`config.mk`:
```
export PLATFORM = sky130hd
export DESIGN_NAME = result_acc_ctrl_flat
export DESIGN_NICKNAME = d
export VERILOG_FILES = /design/src/rtl/result_acc_ctrl_pkg.sv /design/src/rtl/result_acc_ctrl_if.sv /design/src/rtl/result_out_reg.sv /design/src/rtl/result_acc_ctrl.sv /design/src/flat_wrapper.sv
export SDC_FILE = /design/constraint.sdc
export NUM_CORES = 1
export LEC_CHECK = 0
export CAP_MARGIN = 5
export CORE_ASPECT_RATIO = 1.4
export CORE_MARGIN = 10
export CORE_UTILIZATION = 45
export CTS_CLUSTER_DIAMETER = 60
export DETAILED_ROUTE_END_ITERATION = 7
export PLACE_DENSITY = 0.67
export SETUP_SLACK_MARGIN = 0.1
export SLEW_MARGIN = 5
export SYNTH_ARGS = -nofsm -noshare
export SYNTH_HDL_FRONTEND = slang
export SYNTH_HIERARCHICAL = 1
export SYNTH_SLANG_ARGS = --single-unit
export TNS_END_PERCENT = 100
```
`constraint.sdc`:
```
create_clock -name Clk -period 8.2 [get_ports Clk]
set_clock_uncertainty 0.15 [all_clocks]
set_input_delay 1.64 -clock Clk [delete_from_list [all_inputs] [get_ports Clk]]
set_output_delay 1.64 -clock Clk [all_outputs]
set_load 0.05 [all_outputs]
```
`src/rtl/result_acc_ctrl_pkg.sv`:
```
// Shared types and constants for the result accumulator sequencer.
// Holds the FSM state encoding, the Control-line levels and the default widths.
package result_ctrl_pkg;

    localparam int LEN_W_DEF  = 8;
    localparam int TILE_W_DEF = 10;

    // Levels of the shared accumulator Control line.
    localparam logic ACC_CTRL_FEEDBACK = 1'b1;
    localparam logic ACC_CTRL_EMIT     = 1'b0;

    typedef enum logic [2:0] {
        ST_IDLE,
        ST_FIRST,
        ST_ACC,
        ST_HOLD,
        ST_WAIT_OUT
    } state_e;

endpackage

```
`src/rtl/result_acc_ctrl_if.sv`:
```
// Beat stream, accumulator control and finished-tile handshake of the sequencer.
// The sequencer takes the master side; the PE array / output writer take the slave side.
interface result_acc_ctrl_if #(
    parameter int TILE_W = 10
);
    logic              in_valid;
    logic              in_ready;
    logic              acc_in_en;
    logic              acc_ctrl;
    logic              out_valid;
    logic              out_ready;
    logic [TILE_W-1:0] out_tile_idx;
    logic              out_last;

    modport master (
        input  in_valid,
        input  out_ready,
        output in_ready,
        output acc_in_en,
        output acc_ctrl,
        output out_valid,
        output out_tile_idx,
        output out_last
    );

    modport slave (
        output in_valid,
        output out_ready,
        input  in_ready,
        input  acc_in_en,
        input  acc_ctrl,
        input  out_valid,
        input  out_tile_idx,
        input  out_last
    );
endinterface

```
`src/rtl/result_out_reg.sv`:
```
// Holding register for the finished tile presented to the output writer.
// A load wins over the consume-clear, so back-to-back tiles keep out_valid high.
module result_out_reg #(
    parameter int TILE_W = 10
) (
    input  logic              Clk,
    input  logic              rst,
    input  logic              abort,
    input  logic              load,
    input  logic [TILE_W-1:0] load_idx,
    input  logic              load_last,
    input  logic              out_ready,
    output logic              out_valid,
    output logic [TILE_W-1:0] out_tile_idx,
    output logic              out_last
);

    // NOTE: sequential state is always written with non-blocking assignments so
    // every register samples the pre-edge values of its inputs.
    always_ff @(posedge Clk or posedge rst) begin
        if (rst) begin
            out_valid    <= 1'b0;
            out_tile_idx <= '0;
            out_last     <= 1'b0;
        end else if (abort) begin
            out_valid <= 1'b0;
            out_last  <= 1'b0;
        end else if (load) begin
            out_valid    <= 1'b1;
            out_tile_idx <= load_idx;
            out_last     <= load_last;
        end else if (out_ready) begin
            out_valid <= 1'b0;
        end
    end

endmodule

```
`src/rtl/result_acc_ctrl.sv`:
```
// Sequencer for the four-lane result accumulator group: counts partial-sum beats per
// tile, drives the shared Control line and hands finished tiles to the output writer.
module result_acc_ctrl
    import result_ctrl_pkg::*;
#(
    parameter int LEN_W  = LEN_W_DEF,
    parameter int TILE_W = TILE_W_DEF
) (
    input  logic              Clk,
    input  logic              rst,
    input  logic              start,
    input  logic              abort,
    input  logic [LEN_W-1:0]  cfg_acc_len,
    input  logic [TILE_W-1:0] cfg_num_tiles,
    result_acc_ctrl_if.master bus,
    output logic              busy,
    output logic              done,
    output logic              cfg_err
);

    state_e            state_q, state_d;
    logic [LEN_W-1:0]  len_q;
    logic [TILE_W-1:0] num_q;
    logic [LEN_W-1:0]  beat_q, beat_d;
    logic [TILE_W-1:0] tile_q, tile_d;

    logic              in_ready;
    logic              acc_ctrl;
    logic              load;
    logic              latch_cfg;
    logic              done_d;
    logic              cfg_err_d;
    logic              emit_ok;
    logic              last_tile;

    logic              out_valid;
    logic [TILE_W-1:0] out_tile_idx;
    logic              out_last;

    assign emit_ok   = !out_valid || bus.out_ready;
    assign last_tile = (tile_q == num_q - TILE_W'(1));

    // NOTE: every variable written here gets a default first; a path that skips
    // an assignment would otherwise infer a latch.
    always_comb begin
        state_d   = state_q;
        beat_d    = beat_q;
        tile_d    = tile_q;
        in_ready  = 1'b0;
        acc_ctrl  = ACC_CTRL_EMIT;
        load      = 1'b0;
        latch_cfg = 1'b0;
        done_d    = 1'b0;
        cfg_err_d = 1'b0;

        unique case (state_q)
            ST_IDLE: begin
                if (start) begin
                    if (cfg_acc_len == '0 || cfg_num_tiles == '0) begin
                        cfg_err_d = 1'b1;
                    end else begin
                        latch_cfg = 1'b1;
                        beat_d    = '0;
                        tile_d    = '0;
                        state_d   = ST_FIRST;
                    end
                end
            end

            ST_FIRST: begin
                in_ready = 1'b1;
                if (bus.in_valid) begin
                    beat_d  = LEN_W'(1);
                    state_d = (len_q == LEN_W'(1)) ? ST_HOLD : ST_ACC;
                end
            end

            ST_ACC: begin
                acc_ctrl = ACC_CTRL_FEEDBACK;
                in_ready = 1'b1;
                if (bus.in_valid) begin
                    beat_d = beat_q + LEN_W'(1);
                    if (beat_q == len_q - LEN_W'(1)) state_d = ST_HOLD;
                end
            end

            ST_HOLD: begin
                if (!emit_ok) begin
                    // Inputs are gated to zero, so feedback keeps the sum intact.
                    acc_ctrl = ACC_CTRL_FEEDBACK;
                end else begin
                    load = 1'b1;
                    if (last_tile) begin
                        state_d = ST_WAIT_OUT;
                    end else begin
                        tile_d   = tile_q + TILE_W'(1);
                        in_ready = 1'b1;
                        if (bus.in_valid) begin
                            beat_d  = LEN_W'(1);
                            state_d = (len_q == LEN_W'(1)) ? ST_HOLD : ST_ACC;
                        end else begin
                            beat_d  = '0;
                            state_d = ST_FIRST;
                        end
                    end
                end
            end

            ST_WAIT_OUT: begin
                if (out_valid && bus.out_ready) begin
                    done_d  = 1'b1;
                    state_d = ST_IDLE;
                end
            end

            default: state_d = ST_IDLE;
        endcase

        if (abort) begin
            state_d   = ST_IDLE;
            load      = 1'b0;
            latch_cfg = 1'b0;
            done_d    = 1'b0;
            cfg_err_d = 1'b0;
        end
    end

    always_ff @(posedge Clk or posedge rst) begin
        if (rst) begin
            state_q <= ST_IDLE;
            len_q   <= '0;
            num_q   <= '0;
            beat_q  <= '0;
            tile_q  <= '0;
            done    <= 1'b0;
            cfg_err <= 1'b0;
        end else begin
            state_q <= state_d;
            beat_q  <= beat_d;
            tile_q  <= tile_d;
            done    <= done_d;
            cfg_err <= cfg_err_d;
            if (latch_cfg) begin
                len_q <= cfg_acc_len;
                num_q <= cfg_num_tiles;
            end
        end
    end

    result_out_reg #(
        .TILE_W (TILE_W)
    ) u_out_reg (
        .Clk          (Clk),
        .rst          (rst),
        .abort        (abort),
        .load         (load),
        .load_idx     (tile_q),
        .load_last    (last_tile),
        .out_ready    (bus.out_ready),
        .out_valid    (out_valid),
        .out_tile_idx (out_tile_idx),
        .out_last     (out_last)
    );

    assign busy             = (state_q != ST_IDLE);
    assign bus.in_ready     = in_ready;
    assign bus.acc_in_en    = bus.in_valid && in_ready;
    assign bus.acc_ctrl     = acc_ctrl;
    assign bus.out_valid    = out_valid;
    assign bus.out_tile_idx = out_tile_idx;
    assign bus.out_last     = out_last;

endmodule
```
`src/flat_wrapper.sv`:
```
// flat-port wrapper written by rule: the top's interface ports become plain ports
module result_acc_ctrl_flat import result_ctrl_pkg::*;
#(
    parameter int LEN_W  = LEN_W_DEF,
    parameter int TILE_W = TILE_W_DEF
)
  (Clk, rst, start, abort, cfg_acc_len, cfg_num_tiles, busy, done, cfg_err, bus_in_valid, bus_out_ready, bus_in_ready, bus_acc_in_en, bus_acc_ctrl, bus_out_valid, bus_out_tile_idx, bus_out_last);
  result_acc_ctrl_if #(.TILE_W(TILE_W)) bus_i ();
  input  logic Clk;
  input  logic rst;
  input  logic start;
  input  logic abort;
  input  logic [LEN_W-1:0] cfg_acc_len;
  input  logic [TILE_W-1:0] cfg_num_tiles;
  output logic busy;
  output logic done;
  output logic cfg_err;
  input wire logic [$bits(bus_i.in_valid)-1:0] bus_in_valid;
  input wire logic [$bits(bus_i.out_ready)-1:0] bus_out_ready;
  output wire logic [$bits(bus_i.in_ready)-1:0] bus_in_ready;
  output wire logic [$bits(bus_i.acc_in_en)-1:0] bus_acc_in_en;
  output wire logic [$bits(bus_i.acc_ctrl)-1:0] bus_acc_ctrl;
  output wire logic [$bits(bus_i.out_valid)-1:0] bus_out_valid;
  output wire logic [$bits(bus_i.out_tile_idx)-1:0] bus_out_tile_idx;
  output wire logic [$bits(bus_i.out_last)-1:0] bus_out_last;
  assign bus_i.in_valid = bus_in_valid;
  assign bus_i.out_ready = bus_out_ready;
  assign bus_in_ready = bus_i.in_ready;
  assign bus_acc_in_en = bus_i.acc_in_en;
  assign bus_acc_ctrl = bus_i.acc_ctrl;
  assign bus_out_valid = bus_i.out_valid;
  assign bus_out_tile_idx = bus_i.out_tile_idx;
  assign bus_out_last = bus_i.out_last;
  result_acc_ctrl #(.LEN_W(LEN_W), .TILE_W(TILE_W)) u_core (.Clk(Clk), .rst(rst), .start(start), .abort(abort), .cfg_acc_len(cfg_acc_len), .cfg_num_tiles(cfg_num_tiles), .bus(bus_i), .busy(busy), .done(done), .cfg_err(cfg_err));
endmodule
```
Word-level counts from Yosys, hierarchy flattened
Cells that the tools add are included.
{"block": "totals", "inputBits": 24, "output_inout_bits": 18, "regBits": 53}
{"block": "classes", "n_reduce_logical": 18, "n_eq_ne": 20, "addsub": 4, "bitwise": 1, "n_mux": 49}
{"operator": "2-to-1 mux 8 bit", "n": 6}
{"operator": "2-to-1 mux 10 bit", "n": 4}
{"operator": "one-hot mux 8 bit (4 select lines)", "n": 1}
{"operator": "2-to-1 mux 3 bit", "n": 10}
{"operator": "2-to-1 mux 1 bit", "n": 24}
{"operator": "one-hot mux 10 bit (2 select lines)", "n": 1}
{"operator": "one-hot mux 3 bit (5 select lines)", "n": 1}
{"operator": "AND reduction 7 bit", "n": 2}
{"operator": "inequality test 3 bit, second input constant", "n": 4}
{"operator": "adder 10 x 1 -> 10 bit, second input constant", "n": 1}
{"operator": "== test 10 bit", "n": 1}
{"operator": "logical NOT 10 bit", "n": 1}
{"operator": "inequality test 2 bit, second input constant", "n": 5}
{"operator": "subtractor 10 x 1 -> 10 bit, second input constant", "n": 1}
{"operator": "inequality test 3 x 2 -> 1 bit, second input constant", "n": 3}
{"operator": "adder 8 x 1 -> 8 bit, second input constant", "n": 1}
{"operator": "== test 8 x 1 -> 1 bit, second input constant", "n": 1}
{"operator": "== test 8 bit", "n": 1}
{"operator": "logical NOT 8 bit", "n": 1}
{"operator": "subtractor 8 x 1 -> 8 bit, second input constant", "n": 1}
{"operator": "== test 3 x 2 -> 1 bit, second input constant", "n": 2}
{"operator": "nonzero test 3 bit", "n": 2}
{"operator": "AND reduction 5 bit", "n": 1}
{"operator": "one-hot mux 1 bit (2 select lines)", "n": 2}
{"operator": "12 further kinds", "n": 15}

Logic depth before layout (Yosys ltp)
{"block": "logic_depth", "depth_word": 7, "depth_mapped": 12, "ltp_nobuf": 10}

Cells and area by module
The synthesis kept the hierarchy.
{"mod": "result_acc_ctrl", "area_per_inst_um2": 2683.8, "n_inst": 1, "cells_each": 280}
{"mod": "result_out_reg", "area_per_inst_um2": 516.7, "n_inst": 1, "cells_each": 30}

Worst setup path before layout
No wires, ideal clock.
{"block": "synth_path", "kind": "input port to output port", "from": "input bus_out_ready", "to": "output bus_acc_in_en", "arrival_time_ps": 3683, "n_path_buf": 1, "cell_stages": 4, "slack_ps": 2727, "path_cell_list": "nand2b_1 clkbuf_1 a21oi_1 nor4b_1"}
{"block": "synth_via", "elab_chain_cells": 4}
{"item": "from (decl)", "line_no": "flat_wrapper.sv:19", "source": "input wire logic [$bits(bus_i.out_ready)-1:0] bus_out_ready;"}
{"item": "logical OR 1 bit", "line_no": "result_acc_ctrl.sv:40", "source": "assign emit_ok = !out_valid || bus.out_ready;"}
{"item": "2-to-1 mux 1 bit", "line_no": "result_acc_ctrl.sv:88", "source": "if (!emit_ok) begin"}
{"item": "one-hot mux 1 bit (2 select lines)", "line_no": "result_acc_ctrl.sv:56", "source": "unique case (state_q)"}
{"item": "logical AND 1 bit", "line_no": "result_acc_ctrl.sv:167", "source": "assign bus.acc_in_en = bus.in_valid && in_ready;"}
{"item": "to (decl)", "line_no": "flat_wrapper.sv:21", "source": "output wire logic [$bits(bus_i.acc_in_en)-1:0] bus_acc_in_en;"}
Every way passes these cells.

Worst setup path in the final report
Same ends and word-level chain as after synthesis.

==> key figures <==
Run status
  • Status: finished, final reports clean

Detailed routing
  • Pre-Repair DR Iteration Count: 4
  • # DRC: 0
  • Final Routed Wirelength: around 7300 um
  • DR iter-0 viols: 93
  • Post-route ant nets: 0
  • Routed via count: approximately 2500
  • Wire per inst: 16.8 um
  • Vias/cell: between 5 and 6

Global routing
  • Initial antenna violation count: 0
  • Number of global-route vias before repair: approximately 2600
  • Overflow after GRT: 0
  • Largest net degree at the start of global routing: between 40 and 50
  • Total track usage: 0.137
  • First-pass GRT wire length: approximately 12000 um

Die
  • Die W: about 91 um
  • Effective utilization at floorplan: 0.461
  • Row count: 36
  • Core area: 6940 sq um
  • Die footprint: 10900 sq um
  • Die height: ~120 um
  • Top-Level Pins: 42

Worst setup path
  • Element type at the critical path end: output pin
  • CP peak stage delay: 0.87 ns
  • Kind of critical path: in -> out
  • CP dominant cell by count: clkdlybuf4s50_1
  • Crit path max fanout: 8
  • Crit path DAT: 3.72 ns
  • Worst path top cell family by delay: buffers and inverters
  • Worst Path Required: 6.41 ns
  • Worst path cell trace: clkdlybuf4s50_1 -> nand2b_1 -> a21oi_1 -> nor4b_1 -> clkdlybuf4s50_1
  • Crit path buf inv count: 2
  • Critical-path top delay cell: clkdlybuf4s50_1
  • Critical path launch point type: primary input

Yosys
  • Avg Cell Area, Syn: 10.3 sq um
  • Yosys reg bits: between 50 and 60
  • Synthesized cell area: 3200 sq um
  • Prevailing post-synth register cell: dfrtp_1
  • Post-synth ARST share: 1.00
  • Largest cells by area after synthesis: dfrtp_1 41%, mux2_2 6.7%, mux2_4 5.2%
  • Synth cell count leaders: 53 x dfrtp_1, 19 x mux2_2, 18 x nor2_1
  • Synth cell types: 56
  • Synth area leader: dfrtp_1
  • Cells after Synth: between 300 and 400
  • Post-synth EDFFs: 0
  • Synth Net Count: approximately 340
  • Synth top area share: 0.414
  • Post-synthesis sequential area ratio: 0.414
  • Ys Warns: 6
  • Most common cell in the netlist: dfrtp_1

Pwr
  • Gate power share: 0.377
  • Internal power: approximately 530 uW
  • Peak supply drop: approximately 0.00014 V
  • Pwr dens: ~230 nW/um^2
  • Sw Share: 0.380
  • Leakage power: roughly 0.0015 uW
  • Clock share of power: 0.176
  • Seq pwr share: 0.446
  • Switching pwr: 326 uW
  • Power after layout: between 800 and 900 uW

STA
  • Period Utilization, post-route: 0.672
  • Max Fclk: 182 MHz
  • RSZ-0062 raised after global routing: no
  • Setup violations, final: 0
  • Slew Limit Fails: 0
  • Post-layout min period: 5.51 ns
  • Max-slew headroom: 0.494
  • Final TNS setup: 0 ns
  • Final Hold Fails: 0
  • Least-Margin Pin Slew: approximately 0.76 ns

CTS
  • CTS tree: done
  • Root Driver: clkbuf_8
  • Clock slew at reported path FFs: 0.09 ns
  • Post-CTS Setup Bufs: 0
  • Max clock buf depth: 2
  • Clk_lat worst skew: roughly 0.3 ns
  • CTS sink count: 53
  • Hold buffer count at cts: 0
  • Max H-tree Level: 2
  • Post_cts resized: 0
  • CTS buffer count: 5

Placement
  • Port-buffer cells: 41
  • DP HPWL: 5560 um
  • GPL Wtd Cong: roughly 0.83

Layout
  • Layout cell share with drive strength beyond 1: 0.137
  • # diodes: 0
  • # fillers: slightly below 700
  • Multi-input logic area: around 1700 sq um
  • Layout Nets: approximately 370
  • Storage cell area: between 1000 and 1500 sq um
  • Layout Area Growth over Synthesis: 16.8%

Worst hold path
  • Min-delay worst type: reg -> reg

Run
  • Max cap viols: 0
## power groups by stage
stage                     Sequential (uW)  Clock [uW]  Combinational (uW)
after detailed placement              388           0                 325
final                                 383         151                 324
after global placement                387           0                 316
after CTS                             382         158                 326
after floorplan                       361           0                 266
after global routing                  393         170                 360
## sequential cells by signal, indices dropped and copies added, names as in the netlist
name	flops
u_core/u_out_reg/out_valid	1
u_core/len_q	8
u_core/u_out_reg/out_last	1
u_core/done	1
u_core/tile_q	10
u_core/beat_q	8
u_core/cfg_err	1
u_core/num_q	10
u_core/state_q	3
u_core/u_out_reg/out_tile_idx	10
## placed cells by master, fill, tap and decap left out, types with 9 or more instances in the layout
cell and instances:
a21oi_1 9, clkdlybuf4s50_1 41, dfrtp_1 53, inv_1 11, mux2_2 19, mux2_4 11
mux2i_1 11, nand2_1 17, nand3_1 12, nor2_1 18, nor3_1 9, nor4_1 11
xnor2_1 10, xor2_1 16
## metal layers
| metal | vias to the layer above | share of wire | GRT usage |
|---|---|---|---|
| li1 | 1198 | - | - |
| met1 | 1224 | 0.40 | 0.148 |
| met2 | 33 | 0.56 | 0.261 |
| met3 | 11 | 0.020 | 0.0168 |
| met4 | 0 | 0.022 | 0.0550 |
| met5 | - | 0 | 0 |
## per-stage QoR
| step | std cells | area [sq um] | hold slack, ns | util | worst slack (ns) |
|---|---|---|---|---|---|
| floorplan | 310 | 3200 | 0.329 | - | 2.73 |
| global placement | 430 | 3650 | 0.344 | 0.526 | 2.72 |
| detailed placement | 430 | 3650 | 0.348 | 0.526 | 2.72 |
| CTS | 437 | 3740 | 0.370 | 0.539 | 2.70 |
| global route | 437 | 3740 | 0.386 | 0.539 | 2.52 |
| finish | 437 | 3740 | 0.368 | 0.539 | 2.69 |
## kinds of logic after synthesis
group	Yosys count	synth area share
buffers and inverters	29	0.0414
multiplexers	41	0.153
adder cells (fa/ha/maj)	5	0.0195
flip-flops	53	0.414
AO/OA/AOI/OAI	49	0.113
AND/OR/NAND/NOR	107	0.188
XOR/XNOR	26	0.0711
## worst paths after layout
path                                                              start                                           end  slack, ns  depth (start not counted)
max                                                       bus_out_ready                                 bus_acc_in_en       2.69                          5
min                        u_core/u_out_reg/out_tile_idx[6]$_DFFE_PP0P_  u_core/u_out_reg/out_tile_idx[6]$_DFFE_PP0P_       0.37                          1
max reg2reg                                 u_core/num_q[0]$_DFFE_PP0P_                  u_core/beat_q[0]$_DFFE_PP0P_       5.09                          9
min reg2reg                u_core/u_out_reg/out_tile_idx[6]$_DFFE_PP0P_  u_core/u_out_reg/out_tile_idx[6]$_DFFE_PP0P_       0.37                          1
max in group asynchronous                                           rst                   u_core/num_q[4]$_DFFE_PP0P_       5.89                          3
min in group asynchronous                                           rst        u_core/u_out_reg/out_valid$_DFFE_PP0P_       1.51                          2
## final cells by class
cell class | instances | share of cell area
clock buffers | 6 | 0.0221
clock inverters | 1 | 0.00201
inverters | 12 | 0.0120
multi-input cells | 228 | 0.466
flip-flops and latches | 53 | 0.355
well taps | 95 | 0.0318
repair buffers | 42 | 0.112
Power figures use the tool's default switching activity.
